## src/rtl/uart_pkg.sv

```systemverilog
// Shared definitions for the UART transmit path.
//
// Contents:
//   DATA_BITS      - payload bits per frame
//   IDLE_LEVEL     - level of the serial line when nothing is being sent
//   tx_state_t     - transmit FSM state encoding (StIdle .. StStop)
//   calc_bps_cnt() - clocks per bit for a given clock frequency and baud rate
//   parity_bit()   - parity bit for a data byte, even or odd
package uart_pkg;

  localparam int unsigned DATA_BITS  = 8;
  localparam logic        IDLE_LEVEL = 1'b1;

  // Kept as plain constants so the encoding matches the existing receive path.
  typedef logic [2:0] tx_state_t;

  localparam tx_state_t StIdle   = 3'd0;
  localparam tx_state_t StStart  = 3'd1;
  localparam tx_state_t StData   = 3'd2;
  localparam tx_state_t StParity = 3'd3;
  localparam tx_state_t StStop   = 3'd4;

  // Integer-truncated clocks per bit.
  function automatic int unsigned calc_bps_cnt(input int unsigned clk_freq,
                                               input int unsigned baud);
    return clk_freq / baud;
  endfunction

  // odd = 0 gives even parity (total ones including the parity bit is even).
  function automatic logic parity_bit(input logic [DATA_BITS-1:0] data, input logic odd);
    return (^data) ^ odd;
  endfunction

endpackage

```

## src/rtl/uart_tx_ctrl_if.sv

```systemverilog
// Byte-stream handshake between a data source and the UART transmitter.
//
// Signals:
//   tx_data  - byte to send, meaningful only when tx_valid is high
//   tx_valid - source has a byte
//   tx_ready - transmitter can accept a byte this cycle
// Modports:
//   master - the byte source
//   slave  - the transmitter
interface uart_tx_ctrl_if;
  import uart_pkg::*;

  logic [DATA_BITS-1:0] tx_data;
  logic                 tx_valid;
  logic                 tx_ready;

  modport master (
    output tx_data,
    output tx_valid,
    input  tx_ready
  );

  modport slave (
    input  tx_data,
    input  tx_valid,
    output tx_ready
  );

endinterface

```

## src/rtl/uart_baud_gen.sv

```systemverilog
// Bit-period timer for the UART transmitter.
//
// Ports:
//   clk     - system clock
//   rst     - asynchronous active-high reset
//   enable  - count while a frame is in progress; held at zero otherwise
//   restart - force the count back to zero (start of a new frame)
//   bit_end - one-cycle pulse on the last clock of every bit period
// Parameters:
//   BPS_CNT - clocks per bit
module uart_baud_gen #(
  parameter int unsigned BPS_CNT = 217
) (
  input  logic clk,
  input  logic rst,
  input  logic enable,
  input  logic restart,
  output logic bit_end
);

  localparam int unsigned    CntW    = (BPS_CNT > 1) ? $clog2(BPS_CNT) : 1;
  localparam logic [CntW-1:0] LastCnt = CntW'(BPS_CNT - 1);

  logic [CntW-1:0] cnt_q, cnt_d;

  assign bit_end = enable && (cnt_q == LastCnt);

  // The count wraps on bit_end so the next bit starts from zero without a gap.
  always_comb begin
    cnt_d = cnt_q + 1'b1;
    if (!enable || restart || bit_end) begin
      cnt_d = '0;
    end
  end

  always_ff @(posedge clk or posedge rst) begin
    if (rst) begin
      cnt_q <= '0;
    end else begin
      cnt_q <= cnt_d;
    end
  end

endmodule

```

## src/rtl/uart_tx_ctrl.sv

```systemverilog
// UART transmitter: serialises bytes from a valid/ready source as
// start bit, 8 data bits (LSB first), optional parity bit, 1 or 2 stop bits.
// A one-entry holding register lets the next byte queue up during a frame so
// consecutive frames leave no idle gap on the line.
//
// Ports:
//   clk     - system clock
//   rst     - asynchronous active-high reset; aborts any frame in progress
//   tx_if   - slave side of the byte handshake (tx_data/tx_valid/tx_ready)
//   uart_tx - serial line, idle high, registered
//   tx_busy - high while a frame is on the line
//   tx_done - one-cycle pulse in the first cycle after the final stop bit
// Parameters:
//   CLK_FREQ, BAUD - set the bit period (CLK_FREQ / BAUD clocks)
//   PARITY_EN      - 1 inserts a parity bit after data bit 7
//   PARITY_ODD     - 0 even parity, 1 odd parity
//   STOP_BITS      - 1 or 2
module uart_tx_ctrl
  import uart_pkg::*;
#(
  parameter int unsigned CLK_FREQ   = 25000000,
  parameter int unsigned BAUD       = 115200,
  parameter int unsigned PARITY_EN  = 0,
  parameter int unsigned PARITY_ODD = 0,
  parameter int unsigned STOP_BITS  = 1
) (
  input  logic           clk,
  input  logic           rst,
  uart_tx_ctrl_if.slave  tx_if,
  output logic           uart_tx,
  output logic           tx_busy,
  output logic           tx_done
);

  localparam int unsigned BPS_CNT     = calc_bps_cnt(CLK_FREQ, BAUD);
  localparam logic        ParOdd      = (PARITY_ODD != 0);
  localparam logic [2:0]  LastDataIdx = 3'(DATA_BITS - 1);
  localparam logic        LastStopIdx = (STOP_BITS >= 2);

  tx_state_t            state_q, state_d;
  logic [2:0]           bit_idx_q, bit_idx_d;
  logic                 stop_idx_q, stop_idx_d;
  logic [DATA_BITS-1:0] shift_q, shift_d;
  logic                 par_q, par_d;
  logic [DATA_BITS-1:0] hold_q, hold_d;
  logic                 hold_full_q, hold_full_d;
  logic                 line_q, line_d;
  logic                 busy_q;
  logic                 done_pre_q, done_q;

  logic load;
  logic frame_end;
  logic accept;
  logic bit_end;

  // tx_ready is low whenever the holding register is full, so an accept can
  // never coincide with the FSM unloading it.
  assign tx_if.tx_ready = !hold_full_q;
  assign accept         = tx_if.tx_valid && !hold_full_q;

  uart_baud_gen #(
    .BPS_CNT (BPS_CNT)
  ) u_baud_gen (
    .clk     (clk),
    .rst     (rst),
    .enable  (state_q != StIdle),
    .restart (load),
    .bit_end (bit_end)
  );

  // Frame sequencing.
  always_comb begin
    state_d    = state_q;
    bit_idx_d  = bit_idx_q;
    stop_idx_d = stop_idx_q;
    shift_d    = shift_q;
    par_d      = par_q;
    load       = 1'b0;
    frame_end  = 1'b0;

    case (state_q)
      StIdle: begin
        if (hold_full_q) begin
          load    = 1'b1;
          state_d = StStart;
        end
      end
      StStart: begin
        if (bit_end) begin
          state_d   = StData;
          bit_idx_d = '0;
        end
      end
      StData: begin
        if (bit_end) begin
          shift_d   = {1'b0, shift_q[DATA_BITS-1:1]};
          bit_idx_d = bit_idx_q + 3'd1;
          if (bit_idx_q == LastDataIdx) begin
            state_d    = (PARITY_EN != 0) ? StParity : StStop;
            stop_idx_d = 1'b0;
          end
        end
      end
      StParity: begin
        if (bit_end) begin
          state_d    = StStop;
          stop_idx_d = 1'b0;
        end
      end
      StStop: begin
        if (bit_end) begin
          if (stop_idx_q == LastStopIdx) begin
            frame_end = 1'b1;
            // Chain straight into the next frame when a byte is waiting.
            if (hold_full_q) begin
              load    = 1'b1;
              state_d = StStart;
            end else begin
              state_d = StIdle;
            end
          end else begin
            stop_idx_d = 1'b1;
          end
        end
      end
      default: begin
        state_d = StIdle;
      end
    endcase

    // Parity is fixed at load time since the shift register is consumed.
    if (load) begin
      shift_d = hold_q;
      par_d   = parity_bit(hold_q, ParOdd);
    end
  end

  // Holding register.
  always_comb begin
    hold_d      = hold_q;
    hold_full_d = hold_full_q;
    if (load) begin
      hold_full_d = 1'b0;
    end
    if (accept) begin
      hold_d      = tx_if.tx_data;
      hold_full_d = 1'b1;
    end
  end

  // Line level for the current state; registered so uart_tx is glitch-free.
  always_comb begin
    case (state_q)
      StStart:  line_d = 1'b0;
      StData:   line_d = shift_q[0];
      StParity: line_d = par_q;
      default:  line_d = IDLE_LEVEL;
    endcase
  end

  // busy/done are delayed one cycle like the line so all three stay aligned;
  // done needs a second stage to land after the final stop bit leaves the line.
  always_ff @(posedge clk or posedge rst) begin
    if (rst) begin
      state_q     <= StIdle;
      bit_idx_q   <= '0;
      stop_idx_q  <= 1'b0;
      shift_q     <= '0;
      par_q       <= 1'b0;
      hold_q      <= '0;
      hold_full_q <= 1'b0;
      line_q      <= IDLE_LEVEL;
      busy_q      <= 1'b0;
      done_pre_q  <= 1'b0;
      done_q      <= 1'b0;
    end else begin
      state_q     <= state_d;
      bit_idx_q   <= bit_idx_d;
      stop_idx_q  <= stop_idx_d;
      shift_q     <= shift_d;
      par_q       <= par_d;
      hold_q      <= hold_d;
      hold_full_q <= hold_full_d;
      line_q      <= line_d;
      busy_q      <= (state_q != StIdle);
      done_pre_q  <= frame_end;
      done_q      <= done_pre_q;
    end
  end

  assign uart_tx = line_q;
  assign tx_busy = busy_q;
  assign tx_done = done_q;

endmodule

```

## src/flat_wrapper.sv

```systemverilog
// flat-port wrapper written by rule: the top's interface ports become plain ports
module uart_tx_ctrl_flat import uart_pkg::*;
#(
  parameter int unsigned CLK_FREQ   = 25000000,
  parameter int unsigned BAUD       = 115200,
  parameter int unsigned PARITY_EN  = 0,
  parameter int unsigned PARITY_ODD = 0,
  parameter int unsigned STOP_BITS  = 1
)
  (clk, rst, uart_tx, tx_busy, tx_done, tx_if_tx_data, tx_if_tx_valid, tx_if_tx_ready);
  uart_tx_ctrl_if tx_if_i ();
  input  logic clk;
  input  logic rst;
  output logic uart_tx;
  output logic tx_busy;
  output logic tx_done;
  input wire logic [$bits(tx_if_i.tx_data)-1:0] tx_if_tx_data;
  input wire logic [$bits(tx_if_i.tx_valid)-1:0] tx_if_tx_valid;
  output wire logic [$bits(tx_if_i.tx_ready)-1:0] tx_if_tx_ready;
  assign tx_if_i.tx_data = tx_if_tx_data;
  assign tx_if_i.tx_valid = tx_if_tx_valid;
  assign tx_if_tx_ready = tx_if_i.tx_ready;
  uart_tx_ctrl #(.CLK_FREQ(CLK_FREQ), .BAUD(BAUD), .PARITY_EN(PARITY_EN), .PARITY_ODD(PARITY_ODD), .STOP_BITS(STOP_BITS)) u_core (.clk(clk), .rst(rst), .tx_if(tx_if_i), .uart_tx(uart_tx), .tx_busy(tx_busy), .tx_done(tx_done));
endmodule
```

## config.mk

```make
export PLATFORM = sky130hd
export DESIGN_NAME = uart_tx_ctrl_flat
export DESIGN_NICKNAME = d
export VERILOG_FILES = /design/src/rtl/uart_pkg.sv /design/src/rtl/uart_tx_ctrl_if.sv /design/src/rtl/uart_baud_gen.sv /design/src/rtl/uart_tx_ctrl.sv /design/src/flat_wrapper.sv
export SDC_FILE = /design/constraint.sdc
export NUM_CORES = 1
export LEC_CHECK = 0
export CAP_MARGIN = 25
export CELL_PAD_IN_SITES_DETAIL_PLACEMENT = 1
export CELL_PAD_IN_SITES_GLOBAL_PLACEMENT = 2
export CORE_AREA = 2 2 72 74
export CTS_CLUSTER_SIZE = 10
export DETAILED_ROUTE_END_ITERATION = 12
export DIE_AREA = 0 0 74 76
export PLACE_DENSITY = 0.76
export SLEW_MARGIN = 40
export SYNTH_ARGS = -nofsm -noshare
export SYNTH_HDL_FRONTEND = slang
export SYNTH_SLANG_ARGS = --single-unit
```

## constraint.sdc

```tcl
create_clock -name clk -period 2.05 [get_ports clk]
set_input_delay 0.41 -clock clk [delete_from_list [all_inputs] [get_ports clk]]
set_output_delay 0.41 -clock clk [all_outputs]
set_load 0.02 [all_outputs]
```

==> results of run 1 <==
kinds of logic (layout without fill, tap and decap cells):
group           Yosys count  in the layout  synth area share, %
fa+ha+maj                 4              4                 2.90
mux                       8              8                 5.23
xor+xnor                 11             11                 5.59
buf+inv                  15             35                 3.41
simple gates             54             54                 17.4
flops                    36             36                 52.4
compound gates           29             29                 13.1
worst paths after layout:
kind | startpoint | end | slack [ns] | cells after the start
worst min-delay path | u_core.done_pre_q | u_core.tx_done | 0.36 | 0
worst max register to register | u_core.u_baud_gen.cnt_q[0] | u_core.par_q | 0.22 | 6
max in group asynchronous | rst | u_core.uart_tx | 1.17 | 3
worst max-delay path | u_core.u_baud_gen.cnt_q[0] | u_core.par_q | 0.22 | 6
worst min register to register | u_core.done_pre_q | u_core.tx_done | 0.36 | 0
min in group asynchronous | rst | u_core.u_baud_gen.cnt_q[3] | 0.53 | 3
cell type report:
type,count,area share [%]
flip-flops and latches,36,43.9
clock buffers,8,4.39
well taps,70,4.27
inverters,7,1.28
repair buffers,20,9.02
multi-input cells,106,37.1
through the flow:
step	area [um2]	cells	total power (uW)
final	2050	247	2730
after global routing	2050	247	2930
after CTS	2050	247	2760
after detailed placement	1960	239	2220
after global placement	1960	239	2180
after floorplan	1720	157	1910
power by group:
group	switching, uW	internal [uW]
Clock	254	274
Sequential	198	954
Combinational	498	551
Total	949	1780
sequential cells by signal, summed over array words and instances, names as in the netlist:
register	flops
u_core.bit_idx_q	3
u_core.done_pre_q	1
u_core.hold_full_q	1
u_core.hold_q	8
u_core.par_q	1
u_core.shift_q	8
u_core.state_q	3
u_core.tx_busy	1
u_core.tx_done	1
u_core.u_baud_gen.cnt_q	8
u_core.uart_tx	1
Yosys cell counts (3+ instances only):
cell,n
nand3_1,11
o21ai_0,8
xnor2_1,7
or3_1,4
a21oi_1,3
inv_1,7
ha_1,4
nor2_1,16
dfrtp_1,35
o21a_1,3
a221o_1,7
mux2_2,7
clkbuf_1,6
xor2_1,4
nand2_1,12
layer usage:
metal / part of all wire (%) / GRT usage, % / vias to the layer above / wire length, um
li1: - / - / 585 / -
met1: 46 / 18.2 / 603 / 1660
met2: 48 / 22.5 / 17 / 1730
met3: 3.1 / 3.70 / 7 / 110
met4: 2.1 / 6.55 / 0 / 76
met5: 0 / 0 / - / 0
cells in the final DEF (no fill, tap or decap), types with 2 or more instances in the layout:
cell / n
xnor2_1: 7
clkbuf_1: 2
o21a_1: 3
clkbuf_8: 6
o21ai_0: 8
nor2_1: 16
clkdlybuf4s50_1: 14
ha_1: 4
xor2_1: 4
mux2_2: 7
buf_4: 6
o31ai_1: 2
o311ai_1: 2
nand3_1: 11
a221o_1: 7
or3_1: 4
a21oi_1: 3
nand2_1: 12
nand2b_1: 2
inv_1: 7
dfrtp_1: 35
nor3_1: 2
critical path: stages, from the launching register on:
cell and delay, ns:
dfrtp_1 0.41, inv_1 0.07, ha_1 0.19, nand4b_4 0.18
o21ai_1 0.29, nand3_1 0.21, mux2_1 0.37
==> results.sh, run 1 <==
export IMPL_cts_tree="yes"
export IMPL_critPathCaptureType="flip-flop"
export IMPL_grt_pass1_vias=1309
export IMPL_start_kind="flip-flop"
export IMPL_place_gp_congestion=0.788
export IMPL_worst_slack_ns=0.224
export IMPL_fmax_ghz=0.548
export IMPL_drc=0
export IMPL_peakVddDrop_mv=0.508
export IMPL_numClockSinks=36
export IMPL_crit_required_ns=2.22
export IMPL_fillers=538
export IMPL_drive_gt1_share_pct=14.1
export IMPL_period_needed_ns=1.83
export IMPL_worst_pin_slew_ns=0.552
export IMPL_place_ws_ns=0.217
export IMPL_cts_resized=0
export IMPL_crit_type="reg -> reg"
export IMPL_finClkSkew_ns=0.00261
export IMPL_syn2layout_area_growth_pct=19.2
export IMPL_ys_seq_area_share_pct=52.4
export IMPL_h_tree_depth=2
export IMPL_die_area_mm2=0.00562
export IMPL_viasPerCell=4.91
export IMPL_firstDrtPassIters=4
export IMPL_clkTransAtPathRegs_ns=0.07
export IMPL_critPathArrivalTime_ns=2.00
export IMPL_fin_nets=191
export IMPL_hold_viol=0
export IMPL_min_path_type="reg -> reg"
export IMPL_regArea_um2=902
export IMPL_status="finished, final reports clean"
export IMPL_io_pins=15
export IMPL_dpl_hpwl_mm=2.55
export IMPL_p_per_area_mw_per_mm2=1330
export IMPL_syn_nets=172
export IMPL_synth_ff_type="dfrtp_1"
export IMPL_wirelength_mm=3.58
export IMPL_setup_violations=0
export IMPL_max_slew_margin_pct=63.1
export IMPL_synth_area_leader_cell="dfrtp_1"
export IMPL_grt_max_degree=37
export IMPL_track_usage_pct=14.3
export IMPL_gr_total_overflow=0
export IMPL_ant_nets=0
export IMPL_synth_warnings=0
export IMPL_multi_input_area_um2=762
export IMPL_rows=26
export IMPL_die_x_um=74
export IMPL_syn_avg_cell_area_um2=11.0
export IMPL_synth_edf_count=0
export IMPL_netlist_top_cells_area="dfrtp_1 51%, mux2_2 4.6%, a221o_1 4.1%"
export IMPL_grt_setup_unrepaired="false"
export IMPL_synth_distinct_cells=33
export IMPL_vias=1212
export IMPL_die_h_um=76
export IMPL_worst_path_max_fanout=8
export IMPL_syn_area_mm2=0.00172
export IMPL_syn_inst=157
export IMPL_power_leakage_uw=0.000930
export IMPL_initial_core_util_pct=35.1
export IMPL_drv_cap=0
export IMPL_cts_buffers_inserted=5
export IMPL_slew_viol_final=0
export IMPL_antennaDiodeCount=0
export IMPL_core_mm2=0.00491
export IMPL_holdWs_ns=0.359
export IMPL_clockBufferDepth=2
export IMPL_synthArstFlopShare_pct=100
export IMPL_cts_setup_buffers=0
export IMPL_grt_pass1_wl_mm=6.22
export IMPL_worstSkewPairLatency_ns=0.29
export IMPL_fin_tns_setup_ns=0
export IMPL_drt_iter0_drc=28
export IMPL_synth_ff_latch_count=36
export IMPL_postCtsHoldBufs=0
export IMPL_synth_top_cell_area_share_pct=50.8
export IMPL_fin_crit_sh_pct=89.1
export IMPL_root_buffer="clkbuf_8"
export IMPL_antenna_found_initial=0
export IMPL_io_buffers=14
export IMPL_wl_per_cell_um=14.5
export IMPL_fin_util_pct=41.8
(Power assumes the default switching activity.)
==> inputs of run 2 (changes only) <==
Settings changed: CORE_AREA 2 2 72 74 to 2 2 65 82, DIE_AREA 0 0 74 76 to 0 0 67 84, GPL_TIMING_DRIVEN from default to 0, PLACE_DENSITY 0.76 to 0.75.
==> run 2 against run 1 <==
Effect of this change:
- sequential cell count did not move
- cell area is 0.73% higher
- first-iteration DRC count increased by 11%
- non-clock buffer count grew 4
- routed wire length shrank 4.3%
- via count is 1.9% higher
- clock skew is 0.0065 ns higher
- register-to-register slack lost 0.04 ns
- largest cell class unchanged
- largest power group unchanged
- highest routed layer unchanged
==> results.sh, run 2 (synthesis gave the netlist of run 1 again) <==
export IMPL_status="finished, final reports clean"
export IMPL_io_pins=15
export IMPL_drv_cap=0
export IMPL_core_mm2=0.00493
export IMPL_drive_gt1_share_pct=14.4
export IMPL_worst_slack_ns=0.181
export IMPL_grt_pass1_vias=1348
export IMPL_worst_path_max_fanout=8
export IMPL_initial_core_util_pct=34.9
export IMPL_syn2layout_area_growth_pct=20.0
export IMPL_worstSkewPairLatency_ns=0.28
export IMPL_clockBufferDepth=2
export IMPL_hold_viol=0
export IMPL_wl_per_cell_um=14.1
export IMPL_slew_viol_final=0
export IMPL_critPathCaptureType="flip-flop"
export IMPL_antenna_found_initial=0
export IMPL_start_kind="flip-flop"
export IMPL_worst_pin_slew_ns=0.619
export IMPL_min_from="u_core.done_pre_q"
export IMPL_gr_total_overflow=0
export IMPL_antennaDiodeCount=0
export IMPL_power_leakage_uw=0.000947
export IMPL_cts_buffers_inserted=5
export IMPL_vias=1235
export IMPL_drt_iter0_drc=31
export IMPL_place_gp_congestion=0.739
export IMPL_regArea_um2=902
export IMPL_die_h_um=84
export IMPL_p_per_area_mw_per_mm2=1340
export IMPL_hold_depth=0
export IMPL_fin_crit_sh_pct=91.2
export IMPL_peakVddDrop_mv=0.558
export IMPL_critPathArrivalTime_ns=2.04
export IMPL_grt_setup_unrepaired="false"
export IMPL_fillers=587
export IMPL_dpl_hpwl_mm=2.55
export IMPL_grt_max_degree=37
export IMPL_fin_nets=195
export IMPL_max_slew_margin_pct=58.7
export IMPL_firstDrtPassIters=4
export IMPL_holdWs_ns=0.356
export IMPL_finClkSkew_ns=0.00911
export IMPL_top_regs="u_core.hold_q (8), u_core.shift_q (8), u_core.u_baud_gen.cnt_q (8)"
export IMPL_clkTransAtPathRegs_ns=0.07
export IMPL_rrSetupSlack_ns=0.18
export IMPL_die_area_mm2=0.00563
export IMPL_fmax_ghz=0.535
export IMPL_place_ws_ns=0.0756
export IMPL_period_needed_ns=1.87
export IMPL_drc=0
export IMPL_reg2reg_depth=6
export IMPL_setup_violations=0
export IMPL_fin_util_pct=41.9
export IMPL_root_buffer="clkbuf_8"
export IMPL_crit_type="reg -> reg"
export IMPL_cts_tree="yes"
export IMPL_numClockSinks=36
export IMPL_crit_required_ns=2.22
export IMPL_wirelength_mm=3.43
export IMPL_final_cell_mix="35 x dfrtp_1, 16 x nor2_1, 13 x clkdlybuf4s50_1"
export IMPL_min_path_type="reg -> reg"
export IMPL_ant_nets=0
export IMPL_postCtsHoldBufs=0
export IMPL_grt_pass1_wl_mm=6.20
export IMPL_track_usage_pct=14.5
export IMPL_rows=29
export IMPL_h_tree_depth=2
export IMPL_final_common_cell="dfrtp_1"
export IMPL_die_x_um=67
export IMPL_multi_input_area_um2=762
export IMPL_viasPerCell=5.08
export IMPL_fin_tns_setup_ns=0
export IMPL_rr_startpoint="u_core.u_baud_gen.cnt_q[0]"
export IMPL_hold_end="u_core.tx_done"
export IMPL_regToRegEndpoint="u_core.par_q"
export IMPL_io_buffers=14
run 2: layout make-up:
class | count | area share, %
multi-input cells | 106 | 36.8
inverters | 7 | 1.33
clock inverters | 2 | 1.69
clock buffers | 6 | 3.51
well taps | 62 | 3.75
flip-flops and latches | 36 | 43.6
plain buffers | 8 | 1.63
repair buffers | 16 | 7.62
run 2: worst max path at each step:
stage | start | end | cells after the start
2_1_floorplan | u_core.u_baud_gen.cnt_q[0] | u_core.shift_q[1] | 6
3_3_place_gp | rst | u_core.bit_idx_q[0] | 2
3_5_place_dp | u_core.u_baud_gen.cnt_q[0] | u_core.shift_q[2] | 6
4_1_cts | u_core.hold_full_q | tx_if_tx_ready | 3
5_1_grt | u_core.state_q[1] | u_core.shift_q[4] | 6
6_report | u_core.u_baud_gen.cnt_q[0] | u_core.par_q | 6
run 2: through the flow:
stage | total power, uW | std cells | area, um2
2_1_floorplan | 1910 | 157 | 1720
3_3_place_gp | 2150 | 233 | 1940
3_5_place_dp | 2200 | 233 | 1940
4_1_cts | 2820 | 241 | 2050
5_1_grt | 3010 | 243 | 2070
6_report | 2770 | 243 | 2070
run 2: routing by layer:
metal / track usage (%) / wire length, um / part of all wire, %
met5: 0 / 0 / 0
met4: 5.01 / 37 / 1.1
met3: 4.32 / 92 / 2.7
met2: 24.8 / 1870 / 55
met1: 16.9 / 1430 / 42
run 2: power breakdown:
group          total [uW]  internal (uW)  leakage (uW)  switching [uW]
clock                 602            361     0.0000552             241
sequential           1120            953      0.000458             169
combinational        1050            527      0.000434             518
total                2770           1840      0.000947             929
run 2: critical path, stage by stage (launching register included):
cell	delay [ns]
dfrtp_1	0.41
inv_1	0.08
ha_1	0.20
nand4b_4	0.19
o21ai_1	0.31
nand3_1	0.23
mux2_1	0.36
run 2: timing repair:
item,in CTS,in global routing
endpoints found under the setup margin,1,9
pin swaps,0,1
buffers inserted,0,2
gates resized for setup,1,1
